### src/rtl/tm_feedback_engine_if.sv
// Tsetlin-machine feedback engine bus.
// Carries the request (start, clause context, literals, thresholds, weight,
// seed), the external state-RAM read/write port and the status/result lines.
//   master : request side plus the RAM data return (bench / host)
//   slave  : the engine
interface tm_feedback_engine_if #(
  parameter int LITERAL_NUM  = 272,
  parameter int LANES        = 16,
  parameter int STATE_WIDTH  = 8,
  parameter int WEIGHT_WIDTH = 8,
  parameter int RAND_WIDTH   = 16
);
  localparam int CHUNKS = LITERAL_NUM / LANES;
  localparam int AW     = (CHUNKS > 1) ? $clog2(CHUNKS) : 1;

  logic                         start;
  logic                         is_positive;
  logic                         clause_out;
  logic [LITERAL_NUM-1:0]       literals;
  logic [RAND_WIDTH:0]          s_thresh;
  logic [WEIGHT_WIDTH-1:0]      weight_in;
  logic                         seed_load;
  logic [RAND_WIDTH-1:0]        seed;
  logic                         rd_en;
  logic [AW-1:0]                rd_addr;
  logic [LANES*STATE_WIDTH-1:0] rd_data;
  logic                         wr_en;
  logic [AW-1:0]                wr_addr;
  logic [LANES*STATE_WIDTH-1:0] wr_data;
  logic                         busy;
  logic                         done;
  logic [WEIGHT_WIDTH-1:0]      weight_out;

  modport master (
    output start, is_positive, clause_out, literals, s_thresh, weight_in,
           seed_load, seed, rd_data,
    input  rd_en, rd_addr, wr_en, wr_addr, wr_data, busy, done, weight_out
  );

  modport slave (
    input  start, is_positive, clause_out, literals, s_thresh, weight_in,
           seed_load, seed, rd_data,
    output rd_en, rd_addr, wr_en, wr_addr, wr_data, busy, done, weight_out
  );
endinterface

### src/rtl/tm_feedback_engine.sv
// Tsetlin-machine clause feedback engine.
// Streams the clause's TA states chunk by chunk (LANES TAs per chunk) from an
// external RAM, applies Type I / Type II feedback per TA and writes each
// updated chunk back in the cycle its read data returns. Also produces the
// updated clause weight.
// Ports: clk, rst_n (async active-low), bus (tm_feedback_engine_if.slave):
//   request  : start, is_positive, clause_out, literals, s_thresh, weight_in
//   seeding  : seed_load, seed (honoured only while idle)
//   RAM      : rd_en/rd_addr/rd_data (1-cycle latency), wr_en/wr_addr/wr_data
//   status   : busy, done (1-cycle pulse), weight_out

// One TA lane: private LFSR plus the state update rule.
module tm_fb_lane #(
  parameter int STATE_WIDTH = 8,
  parameter int RAND_WIDTH  = 16,
  parameter int LANE_ID     = 0
) (
  input  logic                   clk,
  input  logic                   rst_n,
  input  logic                   seed_load,
  input  logic [RAND_WIDTH-1:0]  seed,
  input  logic                   adv,
  input  logic                   is_pos,
  input  logic                   clause,
  input  logic                   lit,
  input  logic [RAND_WIDTH:0]    s_thresh,
  input  logic [STATE_WIDTH-1:0] st_in,
  output logic [STATE_WIDTH-1:0] st_out
);
  localparam logic [RAND_WIDTH-1:0] ID1 = RAND_WIDTH'(LANE_ID + 1);
  // Fibonacci feedback taps for common widths; fallback uses the top two bits.
  localparam logic [RAND_WIDTH-1:0] TAPS =
    (RAND_WIDTH == 16) ? RAND_WIDTH'(32'h0000_B400) :
    (RAND_WIDTH == 8)  ? RAND_WIDTH'(32'h0000_00B8) :
    (RAND_WIDTH == 32) ? RAND_WIDTH'(32'h8020_0003) :
                         (RAND_WIDTH'(3) << (RAND_WIDTH - 2));
  localparam logic [STATE_WIDTH-1:0] SMAX = '1;

  logic [RAND_WIDTH-1:0] lfsr, seeded;
  logic fb, lo, inc, dec;

  assign seeded = seed ^ ID1;
  assign fb     = ^(lfsr & TAPS);

  always_ff @(posedge clk or negedge rst_n) begin
    if (!rst_n)         lfsr <= ID1;
    else if (seed_load) lfsr <= (seeded == '0) ? RAND_WIDTH'(1) : seeded;
    else if (adv)       lfsr <= {lfsr[RAND_WIDTH-2:0], fb};
  end

  // Widened compare so s_thresh = 2^RAND_WIDTH means "always".
  assign lo = ({1'b0, lfsr} < s_thresh);

  always_comb begin
    inc = 1'b0;
    dec = 1'b0;
    if (is_pos) begin
      if (clause && lit) inc = !lo;
      else               dec = lo;
    end else begin
      // Type II only pushes excluded TAs of a false literal toward include.
      inc = clause && !lit && !st_in[STATE_WIDTH-1];
    end
    st_out = st_in;
    if (inc && st_in != SMAX)     st_out = st_in + STATE_WIDTH'(1);
    else if (dec && st_in != '0)  st_out = st_in - STATE_WIDTH'(1);
  end
endmodule

module tm_feedback_engine #(
  parameter int LITERAL_NUM  = 272,
  parameter int LANES        = 16,
  parameter int STATE_WIDTH  = 8,
  parameter int WEIGHT_WIDTH = 8,
  parameter int RAND_WIDTH   = 16
) (
  input logic                 clk,
  input logic                 rst_n,
  tm_feedback_engine_if.slave bus
);
  localparam int CHUNKS = LITERAL_NUM / LANES;
  localparam int AW     = (CHUNKS > 1) ? $clog2(CHUNKS) : 1;
  localparam logic [WEIGHT_WIDTH-1:0] WMAX = {1'b0, {(WEIGHT_WIDTH-1){1'b1}}};
  localparam logic [WEIGHT_WIDTH-1:0] WMIN = {1'b1, {(WEIGHT_WIDTH-1){1'b0}}};

  if (LITERAL_NUM % LANES != 0) begin : g_bad_cfg
    $error("LITERAL_NUM must be a multiple of LANES");
  end

  typedef enum logic [1:0] {IDLE, RUN, DRAIN, DONE} state_t;

  typedef struct packed {
    logic                    is_pos;
    logic                    clause;
    logic [RAND_WIDTH:0]     s_thresh;
    logic [WEIGHT_WIDTH-1:0] weight;
  } req_t;

  state_t state_q, state_d;
  req_t   req_q;
  logic [CHUNKS-1:0][LANES-1:0]      lit_q;
  logic [AW-1:0]                     rd_addr_q, wr_addr_q;
  logic                              vld_q;     // read data returning this cycle
  logic [WEIGHT_WIDTH-1:0]           w_next, weight_out_q;
  logic [LANES-1:0][STATE_WIDTH-1:0] rd_lanes, upd_lanes;
  logic accept, last_rd, seed_ok;

  assign accept  = (state_q == IDLE) && bus.start;
  assign last_rd = (rd_addr_q == AW'(CHUNKS - 1));
  assign seed_ok = (state_q == IDLE) && bus.seed_load;

  always_ff @(posedge clk or negedge rst_n) begin
    if (!rst_n) state_q <= IDLE;
    else        state_q <= state_d;
  end

  always_comb begin
    state_d = state_q;
    case (state_q)
      IDLE:    if (bus.start) state_d = RUN;
      RUN:     if (last_rd)   state_d = DRAIN;
      DRAIN:   state_d = DONE;   // last chunk's write happens here
      DONE:    state_d = IDLE;
      default: state_d = IDLE;
    endcase
  end

  always_ff @(posedge clk or negedge rst_n) begin
    if (!rst_n) begin
      req_q        <= '0;
      lit_q        <= '0;
      rd_addr_q    <= '0;
      wr_addr_q    <= '0;
      vld_q        <= 1'b0;
      weight_out_q <= '0;
    end else begin
      if (accept) begin
        req_q <= '{is_pos: bus.is_positive, clause: bus.clause_out,
                   s_thresh: bus.s_thresh, weight: bus.weight_in};
        lit_q <= bus.literals;
      end
      vld_q <= (state_q == RUN);
      if (state_q == RUN) begin
        rd_addr_q <= last_rd ? '0 : rd_addr_q + AW'(1);
        wr_addr_q <= rd_addr_q;
      end
      if (state_q == DRAIN) weight_out_q <= w_next;
    end
  end

  // Weight: Type I grows magnitude (sign from weight_in, >=0 is positive),
  // Type II shrinks it toward zero; only when the clause fired.
  always_comb begin
    w_next = req_q.weight;
    if (req_q.clause) begin
      if (req_q.is_pos) begin
        if (!req_q.weight[WEIGHT_WIDTH-1]) begin
          if (req_q.weight != WMAX) w_next = req_q.weight + WEIGHT_WIDTH'(1);
        end else if (req_q.weight != WMIN) begin
          w_next = req_q.weight - WEIGHT_WIDTH'(1);
        end
      end else begin
        if (req_q.weight[WEIGHT_WIDTH-1])  w_next = req_q.weight + WEIGHT_WIDTH'(1);
        else if (req_q.weight != '0)       w_next = req_q.weight - WEIGHT_WIDTH'(1);
      end
    end
  end

  assign rd_lanes = bus.rd_data;

  for (genvar j = 0; j < LANES; j++) begin : g_lane
    tm_fb_lane #(
      .STATE_WIDTH(STATE_WIDTH),
      .RAND_WIDTH (RAND_WIDTH),
      .LANE_ID    (j)
    ) u_lane (
      .clk      (clk),
      .rst_n    (rst_n),
      .seed_load(seed_ok),
      .seed     (bus.seed),
      .adv      (vld_q),
      .is_pos   (req_q.is_pos),
      .clause   (req_q.clause),
      .lit      (lit_q[wr_addr_q][j]),
      .s_thresh (req_q.s_thresh),
      .st_in    (rd_lanes[j]),
      .st_out   (upd_lanes[j])
    );
  end

  assign bus.busy       = (state_q != IDLE);
  assign bus.done       = (state_q == DONE);
  assign bus.rd_en      = (state_q == RUN);
  assign bus.rd_addr    = rd_addr_q;
  assign bus.wr_en      = vld_q;
  assign bus.wr_addr    = wr_addr_q;
  assign bus.wr_data    = vld_q ? upd_lanes : '0;
  assign bus.weight_out = weight_out_q;
endmodule

### src/flat_wrapper.sv
// flat-port wrapper written by rule: the top's interface ports become plain ports
module tm_feedback_engine_flat 
#(
  parameter int LITERAL_NUM  = 272,
  parameter int LANES        = 16,
  parameter int STATE_WIDTH  = 8,
  parameter int WEIGHT_WIDTH = 8,
  parameter int RAND_WIDTH   = 16
)
  (clk, rst_n, bus_start, bus_is_positive, bus_clause_out, bus_literals, bus_s_thresh, bus_weight_in, bus_seed_load, bus_seed, bus_rd_data, bus_rd_en, bus_rd_addr, bus_wr_en, bus_wr_addr, bus_wr_data, bus_busy, bus_done, bus_weight_out);
  tm_feedback_engine_if #(.LITERAL_NUM(LITERAL_NUM), .LANES(LANES), .STATE_WIDTH(STATE_WIDTH), .WEIGHT_WIDTH(WEIGHT_WIDTH), .RAND_WIDTH(RAND_WIDTH)) bus_i ();
  input logic clk;
  input logic rst_n;
  input wire logic [$bits(bus_i.start)-1:0] bus_start;
  input wire logic [$bits(bus_i.is_positive)-1:0] bus_is_positive;
  input wire logic [$bits(bus_i.clause_out)-1:0] bus_clause_out;
  input wire logic [$bits(bus_i.literals)-1:0] bus_literals;
  input wire logic [$bits(bus_i.s_thresh)-1:0] bus_s_thresh;
  input wire logic [$bits(bus_i.weight_in)-1:0] bus_weight_in;
  input wire logic [$bits(bus_i.seed_load)-1:0] bus_seed_load;
  input wire logic [$bits(bus_i.seed)-1:0] bus_seed;
  input wire logic [$bits(bus_i.rd_data)-1:0] bus_rd_data;
  output wire logic [$bits(bus_i.rd_en)-1:0] bus_rd_en;
  output wire logic [$bits(bus_i.rd_addr)-1:0] bus_rd_addr;
  output wire logic [$bits(bus_i.wr_en)-1:0] bus_wr_en;
  output wire logic [$bits(bus_i.wr_addr)-1:0] bus_wr_addr;
  output wire logic [$bits(bus_i.wr_data)-1:0] bus_wr_data;
  output wire logic [$bits(bus_i.busy)-1:0] bus_busy;
  output wire logic [$bits(bus_i.done)-1:0] bus_done;
  output wire logic [$bits(bus_i.weight_out)-1:0] bus_weight_out;
  assign bus_i.start = bus_start;
  assign bus_i.is_positive = bus_is_positive;
  assign bus_i.clause_out = bus_clause_out;
  assign bus_i.literals = bus_literals;
  assign bus_i.s_thresh = bus_s_thresh;
  assign bus_i.weight_in = bus_weight_in;
  assign bus_i.seed_load = bus_seed_load;
  assign bus_i.seed = bus_seed;
  assign bus_i.rd_data = bus_rd_data;
  assign bus_rd_en = bus_i.rd_en;
  assign bus_rd_addr = bus_i.rd_addr;
  assign bus_wr_en = bus_i.wr_en;
  assign bus_wr_addr = bus_i.wr_addr;
  assign bus_wr_data = bus_i.wr_data;
  assign bus_busy = bus_i.busy;
  assign bus_done = bus_i.done;
  assign bus_weight_out = bus_i.weight_out;
  tm_feedback_engine #(.LITERAL_NUM(LITERAL_NUM), .LANES(LANES), .STATE_WIDTH(STATE_WIDTH), .WEIGHT_WIDTH(WEIGHT_WIDTH), .RAND_WIDTH(RAND_WIDTH)) u_core (.clk(clk), .rst_n(rst_n), .bus(bus_i));
endmodule
### config.mk
export PLATFORM = sky130hd
export DESIGN_NAME = tm_feedback_engine_flat
export DESIGN_NICKNAME = d
export VERILOG_FILES = /design/src/rtl/tm_feedback_engine_if.sv /design/src/rtl/tm_feedback_engine.sv /design/src/flat_wrapper.sv
export SDC_FILE = /design/constraint.sdc
export NUM_CORES = 2
export LEC_CHECK = 0
export BUFFER_PORTS_ARGS = -buffer_cell sky130_fd_sc_hd__buf_2
export CAP_MARGIN = 10
export CORE_MARGIN = 1
export CORE_UTILIZATION = 35
export DETAILED_ROUTE_END_ITERATION = 10
export GPL_ROUTABILITY_DRIVEN = 0
export PLACE_DENSITY = 0.64
export SKIP_CTS_REPAIR_TIMING = 1
export SLEW_MARGIN = 20
export SYNTH_ARGS = -nofsm -noshare
export SYNTH_HDL_FRONTEND = slang
export SYNTH_SLANG_ARGS = --single-unit
### constraint.sdc
create_clock -name clk -period 3.14 [get_ports clk]
set_input_delay 0 -clock clk [delete_from_list [all_inputs] [get_ports clk]]
set_output_delay 0 -clock clk [all_outputs]
set_load 0.02 [all_outputs]
==> flow_summary.yaml <==
cts:
  cts-root-buf: "clkbuf_16"
  cts_buffer_depth: 3
  insertion_delay_ns: 0.61
  clkTransAtPathRegs_ns: 0.06
  cts.htree.levels: 3
  cts_sinks: 576
  cts_tree: "built"
  cts_inserted_buffers: 67
setup_path:
  rr_endpoint: "u_core.bus.weight_out[3]"
  crit_chain: "buf_12 -> buf_12 -> buf_4 -> mux2i_1 -> a221o_1 -> o31ai_4 -> mux2i_1 -> o211ai_1 -> o21ai_1 -> mux2i_1 -> buf_4"
  reg2reg_from: "u_core.req_q[1]"
  r2r_setup_slack_ns: 0.59
  cp-start-kind: "register"
  critPathKind: "reg2out"
  worstPathArrival_ns: 3.79
  cp_slowest_cell: "dfrtp_4"
  cp.required_ns: 3.14
  cpPeakStageDelay_ns: 0.51
  path_common_cell: "mux2i_1"
  path_max_fanout: 14
  end_kind: "output port"
  reg2regPathDepth: 10
synth:
  synth_edf_count: 0
  ys_seq_area_share_pct: 38.1
  syn_area_sq_mm: 0.0380
  ys.flop_type: "dfrtp_1"
  yosysWarnings: 0
  yosys.area.top_type_share_pct: 35.8
  synth_nets: 4396
  ys_types: 102
  avgSynthCellArea_sq_um: 10.4
  ys_async_sr_fraction_pct: 100
  ys_ff_latch: 576
  synthCells: 3651
  synth.largest_area_cell: "dfrtp_1"
  yosys-top-cells-area: "dfrtp_1 36%, ha_1 9.8%, mux2i_1 9.8%"
floorplanning:
  io_pins: 597
  die_h_microns: 331
  core_area_sq_mm: 0.107
  start_util_pct: 35.4
  die_x_microns: 331
  fp-row-count: 120
  die_area_sq_mm: 0.110
finish:
  num-fill-cells: 9322
  mostFrequentLayoutCell: "dfrtp_1"
  fin_nets: 5523
  synthToLayoutAreaGrowth_pct: 41.1
  multi_input_area_sq_mm: 0.0246
  drive_gt1_share_pct: 37.8
  ff_latch_area_sq_mm: 0.0145
  stdcell_area_sq_mm: 0.0536
  final_cell_mix: "536 x dfrtp_1, 479 x buf_2, 360 x a21oi_1, 355 x mux2i_1, 334 x buf_4"
drt:
  dr.pass1.iters: 5
  wl_per_cell_microns: 22.9
  postRouteAntennaNets: 0
  wl_mm: 143
  vias_per_cell: 5.60
  drt_iter0_markers: 2345
  vias: 35000
  route.detailed.drc: 0
sta:
  hold_violations: 0
  maxSlewHeadroom_pct: 33.9
  worst_slew_pin_slew_ns: 0.982
  fmax_mhz: 264
  fin_crit_sh_pct: 121
  rsz0062_at_grt: "true"
  clock_skew_ns: 0.0252
  fin_crit_ns: 3.79
  setup_viol: 128
  final_max_slew_viol_count: 0
  postLayoutSetupSlackWorst_ns: -0.655
grt:
  antenna_found_initial: 29
  grt_pass1_vias: 32500
  overflow: 0
  grt.total_usage_pct: 23.2
  grt_pass1_wl_mm: 197
  grt_max_degree: 116
placed_design:
  hpwl_mm: 99.8
  port_buffers: 596
  place_area_sq_mm: 0.0444
  place_ws_ns: -0.298
power_and_ir_drop:
  pwr-share-comb_pct: 62.2
  p_switching_uw: 26600
  clkPwrFrac_pct: 13.5
  p_int_uw: 34400
  power.leakage_uw: 0.0231
  sequentialPowerShare_pct: 24.3
  switching_share_pct: 43.6
  powerDensity_mw_per_mm2: 1140
  ir_worst_vdd_mv: 0.816
worst_hold_path:
  worstHoldPathType: "in2async"
job:
  cap_violations: 0
status:
  status: "finished, violations left"
  violations: "setup timing"
-- worst max-delay path: cells and delay by family, from the launching register on --
| kind | cells | cell delay [ns] |
|---|---|---|
| buffers and inverters | 4 | 0.68 |
| DFF | 1 | 0.51 |
| muxes | 3 | 0.74 |
| AOI/OAI and AO/OA | 4 | 1.25 |
-- Yosys cell counts (18+ instances only) --
cell,instances
a21o_1,40
nand3_1,72
ha_1,298
mux2_2,311
a22oi_1,32
nor3_1,72
dfstp_2,33
buf_1,37
nor2_1,153
mux2i_1,372
nor3b_1,18
nor4_1,33
clkbuf_1,139
xnor2_1,63
o211ai_1,18
nand4_1,45
and3_1,38
o21ai_0,84
a211oi_1,23
inv_1,89
a31oi_1,23
mux4_2,40
dfrtp_1,543
nand2_1,229
a21oi_1,404
nor2b_1,19
nand2b_1,90
-- area by class of cell --
cell class / count / area share [%]
Antenna cell: 16 / 0.0747
Clock buffer: 103 / 3.84
Clock inverter: 20 / 0.476
Inverter: 89 / 0.661
Multi-Input combinational cell: 2785 / 46.0
Sequential cell: 576 / 27.0
Tap cell: 1403 / 3.28
Timing Repair Buffer: 1259 / 18.7
-- registers in the layout, indices dropped and copies added, names as in the netlist --
signal / count
u_core.lit_q: 272
u_core.g_lane.u_lane.lfsr: 256
u_core.req_q: 27
u_core.bus.weight_out: 8
u_core.bus.rd_addr: 5
u_core.bus.wr_addr: 5
u_core.state_q: 2
u_core.bus.wr_en: 1
-- how the worst max path moves through the flow --
stage | from | endpoint | slack (ns) | depth (start not counted)
3_5_place_dp | u_core.bus.wr_addr[1] | bus_wr_data[101] | -0.30 | 9
4_1_cts | u_core.bus.wr_addr[1] | bus_wr_data[101] | -0.99 | 9
5_1_grt | u_core.bus.wr_addr[2] | bus_wr_data[109] | -0.72 | 15
2_1_floorplan | u_core.bus.wr_addr[0] | bus_wr_data[112] | 0.06 | 12
6_report | u_core.bus.wr_addr[0] | bus_wr_data[110] | -0.65 | 11
3_3_place_gp | u_core.bus.wr_addr[1] | bus_wr_data[102] | -0.68 | 12
-- power by group through the flow --
stage / registers, uW / clock network [uW] / logic (uW)
6_report: 14800 / 8230 / 37900
5_1_grt: 15200 / 8660 / 40800
4_1_cts: 14500 / 8330 / 31600
3_5_place_dp: 14600 / 0 / 31400
3_3_place_gp: 14500 / 0 / 30600
2_1_floorplan: 13400 / 0 / 20600
-- through the flow --
step	instances	util (%)	total power [uW]	hold WS [ns]	TNS, ns
2_1_floorplan	3651	-	34000	-0.296	0
3_3_place_gp	5720	41.3	45000	0.0934	-9.74
3_5_place_dp	5721	41.4	46000	0.100	-8.67
4_1_cts	5844	43.5	54400	-0.562	-93.01
5_1_grt	6246	49.9	64700	0.130	-72.30
6_report	6251	49.9	61000	0.0571	-56.60
-- cell families after synthesis --
group | count (synthesis) | share of synthesized area, %
flops | 576 | 38.1
fa+ha+maj | 298 | 9.82
xor+xnor | 65 | 1.50
compound gates | 811 | 13.6
simple gates | 885 | 12.2
buf+inv | 290 | 3.26
mux | 726 | 21.6
-- metal layers --
layer	vias up	track usage, %	part of all wire (%)
met5	-	0	0.076
met4	18	10.1	4.8
met3	359	5.51	7.1
met2	1383	37.7	48
met1	17300	29.3	40
li1	15900	-	-
(Power assumes the default switching activity.)
